<file path="src/rtl/control_pkg.sv">
// rtl/control_pkg.sv - shared state, encoding and opcode definitions for the multicycle control FSM
package control_pkg;

  typedef enum logic [4:0] {
    S_FETCH, S_LATCH, S_DECODE,
    S_MEM_ADR, S_MEM_READ, S_MEM_WAIT, S_MEM_WB, S_MEM_WRITE,
    S_EXEC_R, S_EXEC_I, S_ALU_WB, S_BRANCH,
    S_JUMP, S_EXEC_JALR, S_JUMP_R, S_LINK, S_EXEC_U
  } state_e;

  typedef enum logic [3:0] {
    ALU_ADD = 4'd0, ALU_SUB = 4'd1, ALU_AND = 4'd2, ALU_OR  = 4'd3, ALU_XOR  = 4'd4,
    ALU_SLL = 4'd5, ALU_SRL = 4'd6, ALU_SRA = 4'd7, ALU_SLT = 4'd8, ALU_SLTU = 4'd9
  } alu_op_e;

  typedef enum logic [2:0] {IMM_I = 3'd0, IMM_S = 3'd1, IMM_B = 3'd2, IMM_J = 3'd3, IMM_U = 3'd4} imm_e;
  typedef enum logic [1:0] {RES_ALU = 2'd0, RES_DMEM = 2'd1, RES_PC4 = 2'd2, RES_RET = 2'd3} result_e;
  typedef enum logic [1:0] {SRCA_PC = 2'd0, SRCA_OLD_PC = 2'd1, SRCA_RS1 = 2'd2, SRCA_ZERO = 2'd3} src_a_e;
  typedef enum logic [1:0] {SRCB_RS2 = 2'd0, SRCB_IMM = 2'd1, SRCB_FOUR = 2'd2} src_b_e;
  typedef enum logic [1:0] {CLS_ADD, CLS_R, CLS_I, CLS_BRANCH} alu_class_e;

  localparam logic [6:0] OP_LOAD   = 7'b0000011;
  localparam logic [6:0] OP_STORE  = 7'b0100011;
  localparam logic [6:0] OP_R      = 7'b0110011;
  localparam logic [6:0] OP_IMM    = 7'b0010011;
  localparam logic [6:0] OP_BRANCH = 7'b1100011;
  localparam logic [6:0] OP_JAL    = 7'b1101111;
  localparam logic [6:0] OP_JALR   = 7'b1100111;
  localparam logic [6:0] OP_LUI    = 7'b0110111;
  localparam logic [6:0] OP_AUIPC  = 7'b0010111;

  function automatic logic [2:0] imm_for(input logic [6:0] op);
    case (op)
      OP_LOAD, OP_IMM, OP_JALR: imm_for = IMM_I;
      OP_STORE:                 imm_for = IMM_S;
      OP_BRANCH:                imm_for = IMM_B;
      OP_JAL:                   imm_for = IMM_J;
      OP_LUI, OP_AUIPC:         imm_for = IMM_U;
      default:                  imm_for = 3'd0;
    endcase
  endfunction

  function automatic logic op_legal(input logic [6:0] op);
    case (op)
      OP_LOAD, OP_STORE, OP_R, OP_IMM, OP_BRANCH,
      OP_JAL, OP_JALR, OP_LUI, OP_AUIPC: op_legal = 1'b1;
      default:                           op_legal = 1'b0;
    endcase
  endfunction

endpackage

</file>
<file path="src/rtl/alu_decoder.sv">
// rtl/alu_decoder.sv - maps ALU class, funct3 and funct7[5] to an ALU operation
module alu_decoder
  import control_pkg::*;
(
  input  alu_class_e  alu_class,
  input  logic [2:0]  funct3,
  input  logic        funct7_b5,
  output logic [3:0]  alu_control
);

  always_comb begin
    alu_control = ALU_ADD;
    case (alu_class)
      CLS_R, CLS_I: begin
        case (funct3)
          // OP-IMM has no SUBI, so funct7[5] only alters the add slot for register ops
          3'b000:  alu_control = (alu_class == CLS_R && funct7_b5) ? ALU_SUB : ALU_ADD;
          3'b001:  alu_control = ALU_SLL;
          3'b010:  alu_control = ALU_SLT;
          3'b011:  alu_control = ALU_SLTU;
          3'b100:  alu_control = ALU_XOR;
          3'b101:  alu_control = funct7_b5 ? ALU_SRA : ALU_SRL;
          3'b110:  alu_control = ALU_OR;
          default: alu_control = ALU_AND;
        endcase
      end
      CLS_BRANCH: begin
        case (funct3)
          3'b100, 3'b101: alu_control = ALU_SLT;
          3'b110, 3'b111: alu_control = ALU_SLTU;
          default:        alu_control = ALU_SUB;
        endcase
      end
      default: alu_control = ALU_ADD;
    endcase
  end

endmodule

</file>
<file path="src/rtl/control_fsm.sv">
// rtl/control_fsm.sv - multicycle RV32I control FSM driving datapath strobes and muxes
module control_fsm
  import control_pkg::*;
(
  input  logic       clk,
  input  logic       reset,
  input  logic [6:0] op_code,
  input  logic [2:0] funct3,
  input  logic [6:0] funct7,
  input  logic       Zero,
  input  logic       ALUResultLSB,
  output logic       adr_src,
  output logic       mem_write,
  output logic       IR_write,
  output logic       reg_write,
  output logic       PC_write,
  output logic [1:0] result_src,
  output logic [1:0] alu_src_a,
  output logic [1:0] alu_src_b,
  output logic [2:0] imm_src,
  output logic [3:0] alu_control,
  output logic       illegal_instr
);

  state_e     state_q, state_d;
  alu_class_e alu_class;
  logic       branch_taken;
  logic       unused_funct7;

  assign unused_funct7 = ^{funct7[6], funct7[4:0]};

  always_ff @(posedge clk or negedge reset) begin
    if (!reset) state_q <= S_FETCH;
    else        state_q <= state_d;
  end

  always_comb begin
    state_d = S_FETCH;
    case (state_q)
      S_FETCH:  state_d = S_LATCH;
      S_LATCH:  state_d = S_DECODE;
      S_DECODE: begin
        case (op_code)
          OP_LOAD, OP_STORE: state_d = S_MEM_ADR;
          OP_R:              state_d = S_EXEC_R;
          OP_IMM:            state_d = S_EXEC_I;
          OP_BRANCH:         state_d = S_BRANCH;
          OP_JAL:            state_d = S_JUMP;
          OP_JALR:           state_d = S_EXEC_JALR;
          OP_LUI, OP_AUIPC:  state_d = S_EXEC_U;
          default:           state_d = S_FETCH;
        endcase
      end
      S_MEM_ADR: begin
        if (op_code == OP_LOAD)       state_d = S_MEM_READ;
        else if (op_code == OP_STORE) state_d = S_MEM_WRITE;
        else                          state_d = S_FETCH;
      end
      S_MEM_READ:                     state_d = S_MEM_WAIT;
      S_MEM_WAIT:                     state_d = S_MEM_WB;
      S_EXEC_R, S_EXEC_I, S_EXEC_U:   state_d = S_ALU_WB;
      S_EXEC_JALR:                    state_d = S_JUMP_R;
      S_JUMP, S_JUMP_R:               state_d = S_LINK;
      default:                        state_d = S_FETCH;
    endcase
  end

  always_comb begin
    case (funct3)
      3'b000:         branch_taken = Zero;
      3'b001:         branch_taken = !Zero;
      3'b100, 3'b110: branch_taken = ALUResultLSB;
      3'b101, 3'b111: branch_taken = !ALUResultLSB;
      default:        branch_taken = 1'b0;
    endcase
  end

  always_comb begin
    adr_src       = 1'b0;
    mem_write     = 1'b0;
    IR_write      = 1'b0;
    reg_write     = 1'b0;
    PC_write      = 1'b0;
    result_src    = RES_ALU;
    alu_src_a     = SRCA_PC;
    alu_src_b     = SRCB_RS2;
    alu_class     = CLS_ADD;
    illegal_instr = 1'b0;
    case (state_q)
      S_LATCH: begin
        IR_write   = 1'b1;
        PC_write   = 1'b1;
        result_src = RES_PC4;
      end
      S_DECODE: begin
        alu_src_a     = SRCA_OLD_PC;
        alu_src_b     = SRCB_IMM;
        illegal_instr = !op_legal(op_code);
      end
      S_MEM_ADR, S_EXEC_JALR: begin
        alu_src_a = SRCA_RS1;
        alu_src_b = SRCB_IMM;
      end
      S_MEM_READ, S_MEM_WAIT: adr_src = 1'b1;
      S_MEM_WB: begin
        result_src = RES_DMEM;
        reg_write  = 1'b1;
      end
      S_MEM_WRITE: begin
        adr_src   = 1'b1;
        mem_write = 1'b1;
      end
      S_EXEC_R: begin
        alu_src_a = SRCA_RS1;
        alu_class = CLS_R;
      end
      S_EXEC_I: begin
        alu_src_a = SRCA_RS1;
        alu_src_b = SRCB_IMM;
        alu_class = CLS_I;
      end
      S_ALU_WB: reg_write = 1'b1;
      S_BRANCH: begin
        alu_src_a = SRCA_RS1;
        alu_class = CLS_BRANCH;
        PC_write  = branch_taken;
      end
      S_JUMP: begin
        alu_src_a = SRCA_OLD_PC;
        alu_src_b = SRCB_IMM;
        PC_write  = 1'b1;
      end
      S_JUMP_R: begin
        alu_src_a = SRCA_RS1;
        alu_src_b = SRCB_IMM;
        PC_write  = 1'b1;
      end
      S_LINK: begin
        result_src = RES_RET;
        reg_write  = 1'b1;
      end
      S_EXEC_U: begin
        alu_src_a = (op_code == OP_LUI) ? SRCA_ZERO : SRCA_OLD_PC;
        alu_src_b = SRCB_IMM;
      end
      default: ;
    endcase
  end

  assign imm_src = imm_for(op_code);

  alu_decoder u_alu_decoder (
    .alu_class   (alu_class),
    .funct3      (funct3),
    .funct7_b5   (funct7[5]),
    .alu_control (alu_control)
  );

endmodule

</file>
<file path="config.mk">
export PLATFORM = sky130hd
export DESIGN_NAME = control_fsm
export DESIGN_NICKNAME = d
export VERILOG_FILES = /design/src/rtl/control_pkg.sv /design/src/rtl/alu_decoder.sv /design/src/rtl/control_fsm.sv
export SDC_FILE = /design/constraint.sdc
export NUM_CORES = 1
export LEC_CHECK = 0
export ABC_CLOCK_PERIOD_IN_PS = 3700
export BUFFER_PORTS_ARGS = -buffer_cell sky130_fd_sc_hd__buf_2
export CORE_UTILIZATION = 40
export CTS_CLUSTER_DIAMETER = 100
export CTS_CLUSTER_SIZE = 10
export DETAILED_ROUTE_END_ITERATION = 10
export PLACE_DENSITY = 0.7
export SYNTH_ARGS = -nofsm -noshare
export SYNTH_HDL_FRONTEND = slang
export SYNTH_SLANG_ARGS = --single-unit
</file>
<file path="constraint.sdc">
create_clock -name clk -period 3.7 [get_ports clk]
set_clock_uncertainty 0.1 [all_clocks]
set_input_delay 0.37 -clock clk [delete_from_list [all_inputs] [get_ports clk]]
set_output_delay 0.37 -clock clk [all_outputs]
set_load 0.03 [all_outputs]
</file>
==> results.yml <==
final_layout:
  area_delta_synth_final_pct: 20.9
  instances_no_fill: 179
  drive_gt1_share_pct: 27.6
  top_register: "state_q"
  postLayoutCoreUtil_pct: 52.0
  nFillCells: 202
  reg_top3: "state_q x5"
  fin_nets: 177
  largest_reg_flops: 5
  n_antenna_cell: 0
timing:
  worst_slew_pin_slew_ns: 0.582
  fin_crit_ns: 3.12
  layout_setup_ws_ns: 0.582
  rsz0062_at_grt: "false"
  slew_viol_final: 0
  tns_ns: 0
  hold_ws_ns: 0.368
  hold_viol_final: 0
  slew_headroom_pct: 60.9
  timing.final.crit_share_pct: 84.3
  setup_viol: 0
  max_freq_mhz: 321
flow_run:
  max_cap_viol_count: 0
synthesis:
  synth-edff-count: 0
  async_flop_share_pct: 100
  synth.distinct_cells: 51
  synthFlopType: "dfrtp_1"
  synth_top_area_cell: "dfrtp_1"
  synthCells: 124
  synth_area_leaders: "dfrtp_1 15%, nor2_1 6.5%, o21ai_0 4.7%"
  netlist_area_um2: 861
  ys_warn_count: 0
  seq_area_frac_synth_pct: 14.5
  yosysMostFrequentCell: "nor2_1"
  yosys-top-cells-count: "15 x nor2_1, 8 x inv_1, 8 x nand2_1, 8 x o21ai_0, 7 x a21oi_1"
  synth_top_area_share_pct: 14.5
  avgSynthCellArea_um2: 6.94
  ys_seq_elements: 5
  syn_nets: 148
pwr:
  power.density_nw_per_um2: 511
  cellLeakagePower_nw: 0.498
  ir_drop_v: 0.000276
floorplan:
  io_pins: 40
  die_h_um: 48.4
  core_area_um2: 2000
  start_util_pct: 43.0
  rows: 16
  fp.dieW_um: 48.4
  fp.dieArea_um2: 2340
place:
  dp_cells: 174
  dpl.hpwl_um: 1630
  pre_cts_ws_ns: 0.864
  globalplace.congestion: 0.814
  portBuffers: 32
global_routing:
  grt_pass1_wl_um: 3740
  grt-ovfl-total: 0
  grt_usage_pct: 19.9
  grt_max_degree: 16
  antenna_found_initial: 0
  first_global_vias: 884
critical_path:
  arrival_ns: 2.65
  cp.buffers_inverters: 2
  start_kind: "register"
  critical_path.cell_chain: "clkinv_1, or3_1, ha_1, nor4b_1, buf_2"
  critPathMaxFanout: 15
  critPathSlowestCell: "dfrtp_1"
  critical_path_class: "reg2out"
  required_ns: 3.23
  cp-end-kind: "output port"
  slowest_delay_ns: 0.62
  cp_top_family: "simple AND/OR/NAND/NOR gates"
route:
  firstDrtPassIters: 4
  wl_um: 2190
  post_drt_wl_per_cell_um: 12.2
  drt_iter0_markers: 36
  antenna_left: 0
  route.detailed.drc: 0
  vias: 993
  detail_route.vias_per_cell: 5.55
clock_network:
  cts_tree: "done"
  clk_pin_slew_worst_paths_ns: 0.05
  postCtsResizedCells: 0
  root_buffer: "clkbuf_4"
  cts_buffer_depth: 2
  cts_inserted_buffers: 3
  htree_levels: 1
  worst_skew_pair.late_latency_ns: 0.25
  cts_setup_buffers: 0
  cts_sinks: 5
outcome:
  outcome: "finished, final reports clean"
hold_path:
  hold_class: "in2async"
placed cells by master (no fill, tap or decap), types with 4 or more instances in the layout:
cell type,n
buf_2,32
inv_1,8
nor3_1,5
or3_1,4
a21oi_1,7
nand2_1,8
nand3_1,4
nor2_1,15
dfrtp_1,5
o21ai_0,8
layout make-up:
type	count	area (µm²)	area share, %
multi-input combinational	100	643	61.8
clock buffer	4	26.3	2.52
tap	27	33.8	3.25
inverter	10	42.5	4.09
sequential	5	125	12.0
timing repair buffer	33	170	16.3
routing by layer:
metal | vias up | routed length, µm | track usage (%)
met3 | 2 | 105 | 1.26
met2 | 31 | 1060 | 33.3
met4 | 0 | 13 | 8.82
met5 | - | 0 | 0
met1 | 457 | 1020 | 26.3
li1 | 503 | - | -
worst paths after layout:
check | slack [ns] | depth (start not counted) | to | from
max reg2reg | 1.86 | 4 | state_q[1]$_DFF_PN0_ | state_q[0]$_DFF_PN0_
max in group asynchronous | 2.99 | 2 | state_q[4]$_DFF_PN0_ | reset
min reg2reg | 0.59 | 1 | state_q[0]$_DFF_PN0_ | state_q[4]$_DFF_PN0_
min | 0.37 | 2 | state_q[0]$_DFF_PN0_ | reset
min in group clk | 0.44 | 4 | state_q[1]$_DFF_PN0_ | op_code[4]
max | 0.58 | 5 | alu_control[1] | state_q[0]$_DFF_PN0_
kinds of logic (layout without fill, tap and decap cells):
logic type	Yosys count	count (layout)	synth area share, %
AOI/OAI and AO/OA	33	33	25.6
xor gates and xnor gates	4	4	4.07
adders and majority gates	4	4	5.52
buffers and inverters	19	47	10.8
DFF	5	5	14.5
muxes	2	2	2.33
other	1	1	0.436
and+or+nand+nor	56	56	36.8
power by group:
part | switching [mW] | internal [mW] | leakage (nW)
Sequential | 0.0507 | 0.0670 | 0.0665
Combinational | 0.226 | 0.124 | 0.417
Clock | 0.0237 | 0.0408 | 0.0150
through the flow:
stage                     area (µm²)  power, mW
after floorplan                  861      0.377
after global placement          1000      0.457
after detailed placement        1000      0.464
after CTS                       1040      0.533
after global routing            1040      0.577
final                           1040      0.532
repair_timing:
| action | in CTS | in global routing |
|---|---|---|
| hold buffers | 1 | 0 |
| setup endpoints to repair | 0 | 0 |
| endpoints found under the hold margin | 5 | 0 |
No activity file was read; power rests on OpenSTA's default activity.
